===== config.mk =====
export PLATFORM = sky130hd
export DESIGN_NAME = data_bus_responder_flat
export DESIGN_NICKNAME = d
export VERILOG_FILES = /design/src/rtl/data_bus_responder_pkg.sv /design/src/rtl/data_bus_responder_if.sv /design/src/rtl/data_bus_responder_mmio_timer.sv /design/src/rtl/data_bus_responder.sv /design/src/flat_wrapper.sv
export SDC_FILE = /design/constraint.sdc
export NUM_CORES = 2
export LEC_CHECK = 0
export BUFFER_PORTS_ARGS = -buffer_cell sky130_fd_sc_hd__buf_4
export CAP_MARGIN = 20
export CORE_ASPECT_RATIO = 0.75
export CORE_MARGIN = 1
export CORE_UTILIZATION = 30
export DETAILED_ROUTE_END_ITERATION = 10
export PLACE_DENSITY = 0.48
export REMOVE_ABC_BUFFERS = 1
export SYNTH_ARGS = -nofsm -noshare
export SYNTH_HDL_FRONTEND = slang
export SYNTH_SLANG_ARGS = --single-unit

===== constraint.sdc =====
create_clock -name clk -period 2.7 [get_ports clk]
set_clock_uncertainty 0.15 [all_clocks]
set_input_delay 0.27 -clock clk [delete_from_list [all_inputs] [get_ports clk]]
set_output_delay 0.27 -clock clk [all_outputs]
set_load 0.01 [all_outputs]

===== src/rtl/data_bus_responder_pkg.sv =====
// Shared definitions for the data-bus responder slice.
// Contents:
//   - default MMIO window base and the register offsets inside it
//   - STATUS register bit positions
//   - merge_lanes(): byte-lane merge of a store into an existing word
package data_bus_responder_pkg;

  localparam logic [7:0] MMIO_BASE_DEFAULT = 8'hF0;

  // Word offset inside the 16-byte MMIO window (access_address[3:2]).
  typedef enum logic [1:0] {
    REG_COUNT   = 2'd0,
    REG_COMPARE = 2'd1,
    REG_STATUS  = 2'd2,
    REG_GPIO    = 2'd3
  } mmio_reg_e;

  localparam int STATUS_MATCH  = 0;
  localparam int STATUS_IRQ_EN = 1;

  // Lane i of the result comes from new_word when be[i] is set, else old_word.
  function automatic logic [31:0] merge_lanes(input logic [31:0] old_word,
                                              input logic [31:0] new_word,
                                              input logic [3:0]  be);
    logic [31:0] merged;
    merged = old_word;
    for (int i = 0; i < 4; i++) begin
      if (be[i]) merged[8*i +: 8] = new_word[8*i +: 8];
    end
    return merged;
  endfunction

endpackage


===== src/rtl/data_bus_responder_if.sv =====
// Processor data-access bus.
//   access_address : byte address (bits [1:0] ignored by the responder)
//   data_write     : store data
//   byte_enable    : per-lane store qualifier
//   write_enable   : store strobe for the current cycle
//   data_read      : load data, one cycle after the address
// Modports: master = processor side, slave = responder side.
interface data_bus_responder_if;
  logic [7:0]  access_address;
  logic [31:0] data_write;
  logic [3:0]  byte_enable;
  logic        write_enable;
  logic [31:0] data_read;

  modport master (
    output access_address, data_write, byte_enable, write_enable,
    input  data_read
  );

  modport slave (
    input  access_address, data_write, byte_enable, write_enable,
    output data_read
  );
endinterface


===== src/rtl/data_bus_responder_mmio_timer.sv =====
// Free-running cycle counter plus compare/interrupt timer.
// Ports:
//   clk, reset : clock and synchronous active-high reset
//   wr_en      : store into the MMIO window this cycle
//   offset     : register selected inside the window (used for read and write)
//   wdata, be  : store data and byte enables
//   rdata      : combinational read value of COUNT/COMPARE/STATUS (0 for GPIO)
//   timer_irq  : match & irq_en
module mmio_timer
  import data_bus_responder_pkg::*;
(
  input  logic        clk,
  input  logic        reset,
  input  logic        wr_en,
  input  mmio_reg_e   offset,
  input  logic [31:0] wdata,
  input  logic [3:0]  be,
  output logic [31:0] rdata,
  output logic        timer_irq
);

  logic [31:0] count_reg, count_next;
  logic [31:0] compare_reg, compare_next;
  logic        match_reg, match_next;
  logic        irq_en_reg, irq_en_next;
  logic        compare_wr, status_wr, match_set, match_clr;

  always_comb begin
    compare_wr   = wr_en && (offset == REG_COMPARE);
    // STATUS only has bits in lane 0, so a store without lane 0 does nothing.
    status_wr    = wr_en && (offset == REG_STATUS) && be[0];
    match_set    = (count_reg == compare_reg);
    match_clr    = status_wr && wdata[STATUS_MATCH];
    count_next   = count_reg + 32'd1;
    compare_next = compare_wr ? merge_lanes(compare_reg, wdata, be) : compare_reg;
    // A new match on the same cycle as a clear keeps the flag set.
    match_next   = match_set | (match_reg & ~match_clr);
    irq_en_next  = status_wr ? wdata[STATUS_IRQ_EN] : irq_en_reg;
  end

  always_ff @(posedge clk) begin
    if (reset) begin
      count_reg   <= '0;
      compare_reg <= 32'hFFFF_FFFF;
      match_reg   <= 1'b0;
      irq_en_reg  <= 1'b0;
    end else begin
      count_reg   <= count_next;
      compare_reg <= compare_next;
      match_reg   <= match_next;
      irq_en_reg  <= irq_en_next;
    end
  end

  always_comb begin
    rdata = '0;
    case (offset)
      REG_COUNT:   rdata = count_reg;
      REG_COMPARE: rdata = compare_reg;
      REG_STATUS: begin
        rdata[STATUS_MATCH]  = match_reg;
        rdata[STATUS_IRQ_EN] = irq_en_reg;
      end
      default:     rdata = '0;
    endcase
  end

  assign timer_irq = match_reg & irq_en_reg;

endmodule


===== src/rtl/data_bus_responder.sv =====
// Responder end of the processor data bus: byte-enabled word RAM at the
// bottom of the 8-bit address space and a 4-word MMIO window (COUNT,
// COMPARE, STATUS, GPIO) at MMIO_BASE. Every cycle is a read with one
// cycle of registered latency; stores land on the clock edge.
// Ports:
//   clk, reset : clock and synchronous active-high reset
//   bus        : data bus, slave side
//   gpio_out   : GPIO register
//   timer_irq  : timer interrupt level
module data_bus_responder
  import data_bus_responder_pkg::*;
#(
  parameter int         RAM_WORDS = 60,
  parameter logic [7:0] MMIO_BASE = MMIO_BASE_DEFAULT
) (
  input  logic                  clk,
  input  logic                  reset,
  data_bus_responder_if.slave   bus,
  output logic [31:0]           gpio_out,
  output logic                  timer_irq
);

  localparam int         RAM_AW      = (RAM_WORDS > 1) ? $clog2(RAM_WORDS) : 1;
  localparam logic [6:0] RAM_WORDS_L = 7'(RAM_WORDS);

  logic [5:0]        word_index;
  logic [RAM_AW-1:0] ram_addr;
  logic              ram_hit, mmio_hit, ram_we, mmio_we, gpio_wr;
  logic [3:0]        lane_we;
  mmio_reg_e         mmio_offset;
  logic [31:0]       timer_rdata;
  logic [31:0]       gpio_reg, gpio_next;
  logic [31:0]       data_read_reg;
  logic [31:0]       ram_mem [RAM_WORDS];
  logic              unused_addr_bits;

  assign unused_addr_bits = ^bus.access_address[1:0];

  assign word_index  = bus.access_address[7:2];
  assign ram_addr    = word_index[RAM_AW-1:0];
  assign ram_hit     = ({1'b0, word_index} < RAM_WORDS_L);
  assign mmio_hit    = (bus.access_address[7:4] == MMIO_BASE[7:4]);
  assign mmio_offset = mmio_reg_e'(bus.access_address[3:2]);

  // RAM stores are blocked while reset is high so RAM state is deterministic.
  assign ram_we  = bus.write_enable && ram_hit && !reset;
  assign mmio_we = bus.write_enable && mmio_hit;
  assign gpio_wr = mmio_we && (mmio_offset == REG_GPIO);

  for (genvar gi = 0; gi < 4; gi++) begin : g_lane_we
    assign lane_we[gi] = ram_we & bus.byte_enable[gi];
  end

  always_ff @(posedge clk) begin
    for (int i = 0; i < 4; i++) begin
      if (lane_we[i]) ram_mem[ram_addr][8*i +: 8] <= bus.data_write[8*i +: 8];
    end
  end

  mmio_timer u_timer (
    .clk       (clk),
    .reset     (reset),
    .wr_en     (mmio_we),
    .offset    (mmio_offset),
    .wdata     (bus.data_write),
    .be        (bus.byte_enable),
    .rdata     (timer_rdata),
    .timer_irq (timer_irq)
  );

  assign gpio_next = gpio_wr ? merge_lanes(gpio_reg, bus.data_write, bus.byte_enable)
                             : gpio_reg;

  always_ff @(posedge clk) begin
    if (reset) gpio_reg <= '0;
    else       gpio_reg <= gpio_next;
  end

  // Read path samples the pre-edge state, so a read of the word being
  // stored returns the old contents.
  always_ff @(posedge clk) begin
    if (reset)         data_read_reg <= '0;
    else if (ram_hit)  data_read_reg <= ram_mem[ram_addr];
    else if (mmio_hit) data_read_reg <= (mmio_offset == REG_GPIO) ? gpio_reg : timer_rdata;
    else               data_read_reg <= '0;
  end

  assign bus.data_read = data_read_reg;
  assign gpio_out      = gpio_reg;

endmodule


===== src/flat_wrapper.sv =====
// flat-port wrapper written by rule: the top's interface ports become plain ports
module data_bus_responder_flat import data_bus_responder_pkg::*;
#(
  parameter int         RAM_WORDS = 60,
  parameter logic [7:0] MMIO_BASE = MMIO_BASE_DEFAULT
)
  (clk, reset, gpio_out, timer_irq, bus_access_address, bus_data_write, bus_byte_enable, bus_write_enable, bus_data_read);
  data_bus_responder_if bus_i ();
  input  logic clk;
  input  logic reset;
  output logic [31:0] gpio_out;
  output logic timer_irq;
  input wire logic [$bits(bus_i.access_address)-1:0] bus_access_address;
  input wire logic [$bits(bus_i.data_write)-1:0] bus_data_write;
  input wire logic [$bits(bus_i.byte_enable)-1:0] bus_byte_enable;
  input wire logic [$bits(bus_i.write_enable)-1:0] bus_write_enable;
  output wire logic [$bits(bus_i.data_read)-1:0] bus_data_read;
  assign bus_i.access_address = bus_access_address;
  assign bus_i.data_write = bus_data_write;
  assign bus_i.byte_enable = bus_byte_enable;
  assign bus_i.write_enable = bus_write_enable;
  assign bus_data_read = bus_i.data_read;
  data_bus_responder #(.RAM_WORDS(RAM_WORDS), .MMIO_BASE(MMIO_BASE)) u_core (.clk(clk), .reset(reset), .bus(bus_i), .gpio_out(gpio_out), .timer_irq(timer_irq));
endmodule

==> metrics.md <==
| Metric | Value |
|---|---|
| Crit path arrival time | 3.31 ns |
| Die area | 272,000 um^2 |
| Detail Route Antenna Nets | 0 |
| FF+latch count, synth | 2,050 |
| Chip width | 602 um |
| Final setup viols | 1 |
| Tcrit/Tclk final | 1.02 |
| Starting Density | 0.303 |
| Drt wl/cell | 31.6 um |
| RSZ-0062 raised after global routing | false |
| DRT Wirelength | 292 mm |
| Nature of the critical path endpoint | flip-flop |
| Iter 0 DRT Violations | 6,188 |
| Routed vias/inst | 5.26 |
| Grt total ovfl | 0 |
| Final core occ | 0.370 |
| # fillers | 25,056 |
| Clk sinks | 2,050 |
| Setup bufs post-CTS | 0 |
| Vias | 48,724 |
| Status | finished with violations |
| Nets | 5,587 |
| R2r setup slk | roughly 0.27 ns |
| Post-DP HPWL | 202 mm |
| Final Hold Fails | 0 |
| WL met3 | 29.1 mm |
| Layout cells sized above 1 | 0.250 |
| Combinational Power Share | 0.064 |
| CTS Root Cell | clkbuf_16 |
| Crit Path Max Fanout | 20 |
| Worst-path clk slew | approximately 0.06 ns |
| Num CTS Buffers | around 200 |
| Initial antenna violation count | 19 |
| Most frequent cells in the layout | edfxtp_1 (1,920), buf_4 (748), mux2i_1 (517) |
| Power, Total | approximately 67 mW |
| Post-Synthesis Cells | 4,692 |
| Max cap viols | 0 |
| Reg-to-reg startpoint | u_core.u_timer.count_reg[2] |
| Least-Margin Pin Slew | 0.943 ns |
| Met1 Routed Length | 131 mm |
| Setup ws final | -0.0413 ns |
| # IOs | 112 |
| DRC Markers | 0 |
| Max FFs per register | 1,920 |
| Drt first pass iters | 5 |
| Syn_area_per_cell | 17.3 um^2 |
| Hold Path Class | in -> reg |
| Final min period | 2.74 ns |
| Most common cell after layout, fill and taps aside | edfxtp_1 |
| CTS tree | built |
| Largest net degree at the start of global routing | 112 |
| WS Path Type | in -> reg |
| Max Root-Sink Buffers | 4 |
| Final RePlAce weighted congestion | about 0.94 |
| Slew Limit Fails | 0 |
| Mapped cell area | roughly 81,000 um^2 |
| Port bufs | approximately 110 |
| DR top layer | met5 |
| Post-synth EDFFs | roughly 1,900 |
| Cell variety after synth | 79 |
| Core area | 267,000 um^2 |
| Area delta synth->final | 22.1% |
| Clock share of power | 0.414 |
| Vias in the first global route | ~47,000 |
| Fmax | roughly 0.36 GHz |
| Met2 WL post-DR | around 120 mm |
| Cell Rows | 164 |
| Ys Warns | 0 |
| Critical R2R Capture | u_core.u_timer.count_reg[17] |
| Global Route Usage Sum | 0.210 |
| R2R cell count | 6 |
| Worst vdd ir | roughly 560 uV |
| H-tree Lvls | 4 |
| Critical Path RT | 3.27 ns |
| Die height | between 400 and 500 um |
| Dominant synthesized flop cell | edfxtp_1 |
| Sequential area share after synthesis | 0.744 |
| Psw | about 15 mW |
| Int Power | roughly 52 mW |
| Post-route setup TNS | -0.0413 ns |
| Number of gates resized after cts | 0 |
| Worst hold endpoint | u_core.bus.data_read[3] |
| Worst skew pair latency | 0.88 ns |
| Largest Register | u_core.ram_mem |
| WHS Path Cells | 6 |
| Hold Path Origin | bus_access_address[6] |
| First-pass GRT wire length | 398 mm |
| Power per cell area | 676 nW/um^2 |
| Reg power frac | 0.522 |
| Failing checks | negative setup slack |
| Min Hold Slack | 0.108 ns |
| Startpoint Class | input port |
| Pleak | 33.2 nW |
| Sw Ratio | 0.226 |
| Max-slew headroom | 0.371 |
| Async SR Flop Fraction | 0 |
## power by group through the flow
stage          clock [mW]  combinational (mW)  sequential [mW]
6_report             27.7                4.26             34.9
5_1_grt              29.3                4.42             34.9
4_1_cts              28.2                4.24             34.9
3_5_place_dp            0                4.18             35.6
3_3_place_gp            0                4.15             35.6
2_1_floorplan           0                1.22             35.6
## Yosys cell counts (5+ instances only)
cell type     n  area share
mux2i_1     517       0.064
a211o_1      35      0.0038
buf_2        70      0.0043
nor2b_1      20      0.0015
mux4_2      154       0.043
nand2_1     173      0.0080
a211oi_1     20      0.0019
a21oi_1     117      0.0072
xnor2_1      38      0.0041
nor3_1       16     0.00099
nand2b_1      9     0.00070
dfxtp_1     130       0.032
nor2_1      352       0.016
xor2_1       19      0.0021
nand4_1      44      0.0034
and2_1        9     0.00070
or3_1         9     0.00070
o211ai_1     14      0.0013
mux2_2       80       0.011
o22ai_1     140       0.011
buf_1        29      0.0013
o31a_1        9     0.00097
a221oi_1     33      0.0036
o221ai_1    116       0.013
o21a_1       11      0.0010
clkbuf_1     97      0.0045
o21ai_0     104      0.0064
inv_1         5     0.00023
buf_4        60      0.0056
a22oi_1      97      0.0090
buf_6        42      0.0058
a2111oi_0     7     0.00076
o32ai_1       5     0.00054
and4_1        7     0.00076
and3_1       32      0.0025
nand3_1      73      0.0045
edfxtp_1   1920        0.71
## per-stage QoR
stage	area, um^2	setup slack, ns	cells
after floorplan	79100	-1.05	4386
after global placement	91900	-0.298	8835
after detailed placement	91900	-0.327	8835
after CTS	98800	0.143	9261
after global routing	98800	0.0317	9260
final	98800	-0.0413	9261
## logic make-up after synthesis
| group | share of synthesized area |
|---|---|
| compound gates | 0.0629 |
| mux | 0.119 |
| buf+inv | 0.0232 |
| fa+ha+maj | 0.000155 |
| simple gates | 0.0443 |
| xor+xnor | 0.00617 |
| flops | 0.744 |
## worst max-delay path, stage by stage
cell	delay (ns)
dlygate4sd3_1	0.55
buf_6	0.16
buf_12	0.18
buf_12	0.17
nor2_4	0.56
buf_4	0.26
a22oi_1	0.06
and3_1	0.24
a211oi_1	0.64
a211oi_1	0.17
## layer usage
| layer | global-route usage | up-vias |
|---|---|---|
| li1 | - | 20503 |
| met1 | 0.307 | 25751 |
| met2 | 0.308 | 2139 |
| met3 | 0.0582 | 323 |
| met4 | 0.0510 | 8 |
| met5 | 0 | - |
## final cells by class
class | instances | area [um^2] | area share
flip-flops and latches | 2050 | 60300 | 0.610
diodes | 1 | 2.50 | 0.0000253
clock buffers | 265 | 5550 | 0.0562
clock inverters | 95 | 728 | 0.00737
multi-input cells | 2329 | 18900 | 0.191
repair buffers | 945 | 8880 | 0.0899
inverters | 7 | 27.5 | 0.000279
well taps | 3569 | 4470 | 0.0452
## timing repair
item,in CTS,in global routing
hold endpoints to repair,1983,0
hold buffers,66,0
endpoints found under the setup margin,0,3
## how the worst max path moves through the flow
stage	start	end	slack [ns]	depth (start not counted)
2_1_floorplan	bus_access_address[7]	u_core.ram_mem[0][10]	-1.05	5
3_3_place_gp	bus_access_address[2]	u_core.bus.data_read[1]	-0.30	9
3_5_place_dp	bus_access_address[2]	u_core.bus.data_read[1]	-0.33	9
4_1_cts	bus_access_address[4]	u_core.gpio_out[25]	0.14	11
5_1_grt	bus_access_address[4]	u_core.ram_mem[46][21]	0.03	9
6_report	bus_access_address[4]	u_core.bus.data_read[1]	-0.04	10
No activity file was read; power rests on OpenSTA's default activity.
